[config.mk]
export PLATFORM = sky130hd
export DESIGN_NAME = demux_deserializer
export DESIGN_NICKNAME = d
export VERILOG_FILES = /design/src/rtl/demux_pkg.sv /design/src/rtl/demux_decoder.sv /design/src/rtl/demux_deserializer.sv
export SDC_FILE = /design/constraint.sdc
export NUM_CORES = 1
export LEC_CHECK = 0
export BUFFER_PORTS_ARGS = -buffer_cell sky130_fd_sc_hd__buf_2
export CORE_MARGIN = 4
export CORE_UTILIZATION = 60
export DETAILED_ROUTE_END_ITERATION = 16
export HOLD_SLACK_MARGIN = 0.1
export PLACE_DENSITY = 0.8
export SYNTH_ARGS = -nofsm -noshare
export SYNTH_HDL_FRONTEND = slang
export SYNTH_HIERARCHICAL = 1
export SYNTH_SLANG_ARGS = --single-unit
[constraint.sdc]
create_clock -name clk -period 5.1 [get_ports clk]
set_clock_uncertainty 0.15 [all_clocks]
set_input_delay 0.765 -clock clk [delete_from_list [all_inputs] [get_ports clk]]
set_output_delay 0.765 -clock clk [all_outputs]
set_load 0.02 [all_outputs]
[src/rtl/demux_pkg.sv]
// Shared types and sizing for the 1-to-WIDTH demultiplexer/deserializer.
// Imported by the decoder and the top level.
package demux_pkg;

   localparam int DEMUX_WIDTH = 8;
   localparam int DEMUX_SEL_W = $clog2(DEMUX_WIDTH);

   typedef enum logic {
      COLLECT = 1'b0,
      HOLD    = 1'b1
   } state_e;

endpackage

[src/rtl/demux_decoder.sv]
// Select-to-one-hot decoder with enable.
// Drives the per-bit write enables of the output and shadow registers.
module demux_decoder
   import demux_pkg::*;
#(
   parameter int WIDTH = DEMUX_WIDTH,
   parameter int SEL_W = $clog2(WIDTH)
) (
   input  logic [SEL_W-1:0] sel_i,
   input  logic             en_i,
   output logic [WIDTH-1:0] onehot_o
);

   always_comb begin
      onehot_o = '0;
      if (en_i) begin
         onehot_o[sel_i] = 1'b1;
      end
   end

endmodule

[src/rtl/demux_deserializer.sv]
// Serial bit steering into a parallel word: manual index or auto counter,
// with a valid/ready output and a one-word shadow for back-pressure.
module demux_deserializer
   import demux_pkg::*;
#(
   parameter int WIDTH = DEMUX_WIDTH,
   parameter int SEL_W = $clog2(WIDTH)
) (
   input  logic             clk,
   input  logic             rst,
   input  logic             mode,
   input  logic [SEL_W-1:0] S,
   input  logic             D,
   input  logic             in_valid,
   output logic             in_ready,
   output logic [WIDTH-1:0] O,
   output logic             out_valid,
   input  logic             out_ready,
   output logic [SEL_W-1:0] bit_cnt
);

   state_e           state_q, state_d;
   logic             mode_q, mode_d;
   logic [SEL_W-1:0] cnt_q, cnt_d;
   logic [WIDTH-1:0] shadow_q, shadow_d;
   logic [WIDTH-1:0] o_q, o_d;
   logic             ov_q, ov_d;

   logic             collect;
   logic             mode_chg;
   logic [SEL_W-1:0] cnt_eff;
   logic [WIDTH-1:0] shadow_eff;
   logic [WIDTH-1:0] shadow_wr;
   logic [WIDTH-1:0] man_we;
   logic [WIDTH-1:0] sh_we;
   logic             beat;
   logic             man_beat;
   logic             auto_beat;
   logic             xfer;
   logic             last;

   // A mode change drops the partial word; the beat in that cycle sees an empty one.
   assign collect    = (state_q == COLLECT);
   assign mode_chg   = collect & (mode != mode_q);
   assign cnt_eff    = mode_chg ? '0 : cnt_q;
   assign shadow_eff = mode_chg ? '0 : shadow_q;

   always_comb begin
      in_ready = 1'b0;
      if (collect) begin
         in_ready = mode | ~ov_q;
      end
   end

   assign beat      = in_valid & in_ready;
   assign man_beat  = beat & ~mode;
   assign auto_beat = beat & mode;
   assign xfer      = ov_q & out_ready;
   assign last      = (cnt_eff == SEL_W'(WIDTH - 1));

   demux_decoder #(
      .WIDTH (WIDTH),
      .SEL_W (SEL_W)
   ) u_man_dec (
      .sel_i    (S),
      .en_i     (man_beat),
      .onehot_o (man_we)
   );

   demux_decoder #(
      .WIDTH (WIDTH),
      .SEL_W (SEL_W)
   ) u_sh_dec (
      .sel_i    (cnt_eff),
      .en_i     (auto_beat),
      .onehot_o (sh_we)
   );

   assign shadow_wr = (shadow_eff & ~sh_we) | ({WIDTH{D}} & sh_we);

   always_comb begin
      state_d  = state_q;
      mode_d   = mode_q;
      cnt_d    = cnt_q;
      shadow_d = shadow_q;
      o_d      = o_q;
      ov_d     = ov_q;
      if (xfer) begin
         ov_d = 1'b0;
      end
      unique case (state_q)
         COLLECT: begin
            mode_d   = mode;
            cnt_d    = cnt_eff;
            shadow_d = shadow_wr;
            o_d      = (o_q & ~man_we) | ({WIDTH{D}} & man_we);
            if (auto_beat) begin
               cnt_d = cnt_eff + SEL_W'(1);
               if (last) begin
                  if (!ov_q || out_ready) begin
                     o_d  = shadow_wr;
                     ov_d = 1'b1;
                  end else begin
                     state_d = HOLD;
                  end
               end
            end
         end
         HOLD: begin
            if (out_ready) begin
               o_d     = shadow_q;
               ov_d    = 1'b1;
               state_d = COLLECT;
            end
         end
         default: ;
      endcase
   end

   always_ff @(posedge clk) begin
      if (rst) begin
         state_q  <= COLLECT;
         mode_q   <= 1'b0;
         cnt_q    <= '0;
         shadow_q <= '0;
         o_q      <= '0;
         ov_q     <= 1'b0;
      end else begin
         state_q  <= state_d;
         mode_q   <= mode_d;
         cnt_q    <= cnt_d;
         shadow_q <= shadow_d;
         o_q      <= o_d;
         ov_q     <= ov_d;
      end
   end

   assign O         = o_q;
   assign out_valid = ov_q;
   assign bit_cnt   = cnt_q;

endmodule

==> results.toml, run 1 <==
[clock_tree]
cts_tree = "done"
cts_resized = 0
cts_buffer_depth = 2
h-tree-depth = 1
clkSinkCount = 22
clk_latency_ns = 0.30
hold_buffers = 0
root_buffer = "clkbuf_4"
cts_setup_buffers = 0
cts_made_buffers = 3
cts.clk_slew.worst_paths_ns = 0.12

[floorplanning]
boundaryPins = 22
die_h_um = 58.0
core_area_mm2 = 0.00230
die_area_mm2 = 0.00337
start_util_pct = 65.4
die_x_um = 58.0
core.rowCount = 17

[cells_and_area]
final_layout_size_suffix_gt1_share_pct = 27.5
fin_area_mm2 = 0.00162
fin_nets = 179
synthToLayoutAreaGrowth_pct = 8.00
final_cells = 195
fill_cells = 185
insertedDiodeCount = 0

[power]
p_leak_nw = 0.652
p_comb_share_pct = 12.6
power_switching_mw = 0.0793
ir_drop_mv = 0.150
switching_share_pct = 25.5
power_density_mw_per_mm2 = 192
clkPwrFrac_pct = 31.0
p_total_mw = 0.311
p_seq_share_pct = 56.4
p_int_mw = 0.231

[worst_setup_path]
worstSetupEndpointType = "register"
crit_required_ns = 5.12
worstSetupStartpointType = "input pin"
path_max_fanout = 11
worstSetupStartpoint = "mode"
crit_type = "input pin to register"
reg2reg_slack_ns = 1.92
arrival_ns = 3.31
worstReg2RegStart = "state_q"

[synthesis]
syn_area_mm2 = 0.00150
synth_area_per_cell_um2 = 9.75
syn_nets = 165
synthCells = 154
yosysUniqueCellTypes = 35
synth_seq_cells = 22
yosysSeqAreaShare_pct = 29.3
ys.warnings.count = 6

[timing]
min_period_ns = 3.29
worst_pin_slew_ns = 1.11
fmax_mhz = 304
setup_viol = 0
whs_ns = 0.336
rsz0062_at_grt = "false"
max_slew_margin_pct = 24.9
hold_viol = 0
setup_tns_ns = 0
period_share_pct = 64.6
slew_viol_final = 0

[grt]
antenna_found_initial = 0
grt_usage_pct = 22.5
grt_pass1_wl_um = 6110
grt_max_degree = 37
first_global_vias = 1341
grt_overflow = 0

[drt]
wl_um = 3490
wl_per_cell_um = 17.9
dr.pass1.iters = 4
vias_per_cell = 7.01
final_antenna_net_count = 0
first_iter_violations = 91
drc_errors = 0
num_vias = 1367

[worst_hold_path]
worstHoldPathType = "register to register"
worstHoldStart = "mode_q"

[place]
gp_congestion = 0.858
post-place-cells = 191
dpl_cell_area_mm2 = 0.00159
io_buffer_count = 21
dp.final_hpwl_um = 2470

[status]
status = "finished clean"

[run]
drv_cap = 0
[metal layers]
metal	track usage (%)	part of all wire (%)
met1	29.5	43
met2	37.4	47
met3	2.45	8.8
met4	8.94	0.83
met5	0	0
[final cells by class]
class,instances,area (um2),share of cell area [%]
clock buffer,4,36.3,2.24
timing repair buffer,21,105,6.48
inverter,5,18.8,1.16
multi-input combinational,115,986,60.8
sequential,22,440,27.2
tap,28,35.0,2.16
[synthesized netlist by cell type (all sizes together)]
| cell | n | area, um2 |
|---|---|---|
| and4bb | 6 | 75.1 |
| nand2 | 2 | 7.51 |
| o21ai | 11 | 55.1 |
| inv | 5 | 18.8 |
| and4 | 2 | 20.0 |
| o31ai | 2 | 15.0 |
| clkbuf | 7 | 26.3 |
| xnor2 | 1 | 8.76 |
| and3b | 1 | 8.76 |
| a2111oi | 8 | 70.1 |
| dfxtp | 22 | 440 |
| mux2i | 16 | 160 |
| buf | 5 | 30.0 |
| a21o | 8 | 60.1 |
| nor3 | 1 | 5.00 |
| a21oi | 10 | 50.1 |
| nor2 | 2 | 7.51 |
| nor4b | 3 | 38.8 |
| ha | 2 | 25.0 |
| o31a | 1 | 17.5 |
| mux2 | 1 | 11.3 |
| nand2b | 1 | 6.26 |
| nand3b | 2 | 15.0 |
| a22oi | 8 | 60.1 |
| nor2b | 11 | 68.8 |
| a221oi | 9 | 129 |
| a31oi | 1 | 6.26 |
| and4b | 6 | 65.1 |
[power groups by stage]
stage / Combinational [mW] / Sequential [mW] / Clock [mW]
6_report: 0.0390 / 0.175 / 0.0964
5_1_grt: 0.0427 / 0.176 / 0.108
4_1_cts: 0.0388 / 0.175 / 0.0982
3_5_place_dp: 0.0388 / 0.179 / 0
3_3_place_gp: 0.0369 / 0.179 / 0
2_1_floorplan: 0.0244 / 0.181 / 0
[path summary, 6_finish.rpt]
path,to,depth (start not counted)
hold reg to reg,mode_q,2
setup reg to reg,O[1],7
setup / recovery,O[1],9
hold / removal,mode_q,2
[state kept, by name, summed over array words and instances, names as in the netlist]
register,flops
O,8
bit_cnt,3
mode_q,1
out_valid,1
shadow_q,8
state_q,1
[kinds of logic after synthesis]
kind of cell | count (synthesis) | synth area share (%)
buffers and inverters | 17 | 5.00
muxes | 17 | 11.4
adders and majority gates | 2 | 1.67
xor gates and xnor gates | 1 | 0.583
AOI/OAI and AO/OA | 58 | 30.8
DFF | 22 | 29.3
and+or+nand+nor | 37 | 21.2
[cells in the final DEF (no fill, tap or decap), types with 8 or more instances in the layout]
cell	netlist	routed
dfxtp_1	22	22
buf_2	3	21
mux2i_1	16	16
o21ai_0	11	11
nor2b_1	11	11
a21oi_1	10	10
a2111oi_0	8	8
a21o_1	8	8
a221oi_2	8	8
a22oi_1	8	8
[critical path: stages]
cell       delay (ns)
buf_2            0.13
xnor2_1          0.66
o21ai_0          0.25
inv_1            0.26
ha_1             0.19
ha_1             0.19
nand2_1          0.19
a2111oi_0        0.56
a221oi_2         0.11
[per-stage QoR]
| stage | utilization [%] | setup slack (ns) |
|---|---|---|
| finish | 70.6 | 1.81 |
| global route | 70.6 | 1.53 |
| CTS | 70.6 | 1.88 |
| detailed placement | 69.0 | 1.54 |
| global placement | 69.0 | 1.71 |
| floorplan | - | 2.36 |
No activity file was read; power rests on OpenSTA's default activity.
==> inputs of run 2 (changes only) <==
Settings changed: CORE_UTILIZATION 60 to 56, PLACE_DENSITY 0.8 to 0.75.
Clock period 5.1 ns to 3.2 ns, I/O delays scaled along.
==> results.toml, run 2 (synthesis gave the netlist of run 1 again) <==
[status]
status = "finished clean"

[floorplanning]
die_area_mm2 = 0.00357
die_h_um = 59.8
die_x_um = 59.8
boundaryPins = 22
core.rowCount = 18
core_area_mm2 = 0.00252
start_util_pct = 59.5

[grt]
grt_overflow = 0
grt_max_degree = 26
grt_pass1_wl_um = 5880
grt_usage_pct = 21.4
antenna_found_initial = 0
first_global_vias = 1235

[clock_tree]
clkSinkCount = 22
h-tree-depth = 1
cts.clk_slew.worst_paths_ns = 0.13
cts_buffer_depth = 2
cts_made_buffers = 3
hold_buffers = 0
root_buffer = "clkbuf_4"
cts_resized = 0
clk_latency_ns = 0.30
cts_tree = "done"
cts_setup_buffers = 0

[timing]
timing.final.ws_setup_ns = 0.513
setup_viol = 0
hold_viol = 0
min_period_ns = 2.69
worst_pin_slew_ns = 0.703
slew_viol_final = 0
setup_tns_ns = 0
rsz0062_at_grt = "false"
fmax_mhz = 372
max_slew_margin_pct = 53.0
period_share_pct = 84.0

[worst_setup_path]
worstSetupEndpointType = "register"
worstSetupStartpointType = "register"
crit_required_ns = 3.26
crit_type = "register to register"
path_max_fanout = 18
arrival_ns = 2.74
reg2reg_slack_ns = 0.51

[place]
dp.final_hpwl_um = 2610
gp_congestion = 0.802
io_buffer_count = 21
place_ws_ns = 0.283

[cells_and_area]
insertedDiodeCount = 0
synthToLayoutAreaGrowth_pct = 9.67
layout_common_cells = "dfxtp_1 (22), buf_2 (21), mux2i_1 (16)"
final_common_cell = "dfxtp_1"
utilization_pct = 65.3
fin_nets = 182
final_layout_size_suffix_gt1_share_pct = 28.8

[drt]
wl_um = 3610
dr.pass1.iters = 4
final_antenna_net_count = 0
wl_per_cell_um = 18.0
first_iter_violations = 62
num_vias = 1338
drc_errors = 0
vias_per_cell = 6.69

[power]
ir_drop_mv = 0.254
power_density_mw_per_mm2 = 302
p_total_mw = 0.498
p_leak_nw = 0.668

[worst_hold_path]
worstHoldPathType = "register to register"

[run]
drv_cap = 0
==> run 2: layout make-up <==
cell class / instances / area [um2]
well taps: 30 / 37.5
inverters: 5 / 18.8
multi-input cells: 115 / 986
clock buffers: 4 / 36.3
fillers: 220 / 876
flip-flops and latches: 22 / 440
repair buffers: 24 / 128
==> run 2: worst paths after layout <==
path	start	end	cells after the start
setup / recovery	state_q	O[5]	7
hold / removal	mode_q	mode_q	2
setup reg to reg	state_q	O[5]	7
hold reg to reg	mode_q	mode_q	2
==> run 2: report_power, final <==
group / internal (mW) / switching [mW]
Sequential: 0.277 / 0.00215
Combinational: 0.0246 / 0.0407
Clock: 0.0693 / 0.0835
==> run 2: worst max-delay path, stage by stage (launching register included) <==
cell,delay (ns)
dfxtp_1,0.69
o21ai_0,0.23
inv_1,0.23
ha_1,0.19
ha_1,0.18
nand2_1,0.20
o31a_4,0.41
a221oi_2,0.31
==> run 2: per-stage QoR <==
stage	hold WS, ns	instances	area [um2]
2_1_floorplan	0.309	154	1500
3_3_place_gp	0.319	196	1610
3_5_place_dp	0.328	196	1610
4_1_cts	0.346	200	1650
5_1_grt	0.381	200	1650
6_report	0.340	200	1650
==> run 2: layer usage <==
metal / vias up / GRT usage (%) / part of all wire, %
met5: - / 0 / 0
met3: 4 / 2.59 / 4.3
met1: 654 / 27.3 / 44
met4: 0 / 6.01 / 0.94
met2: 32 / 37.3 / 51
li1: 648 / - / -
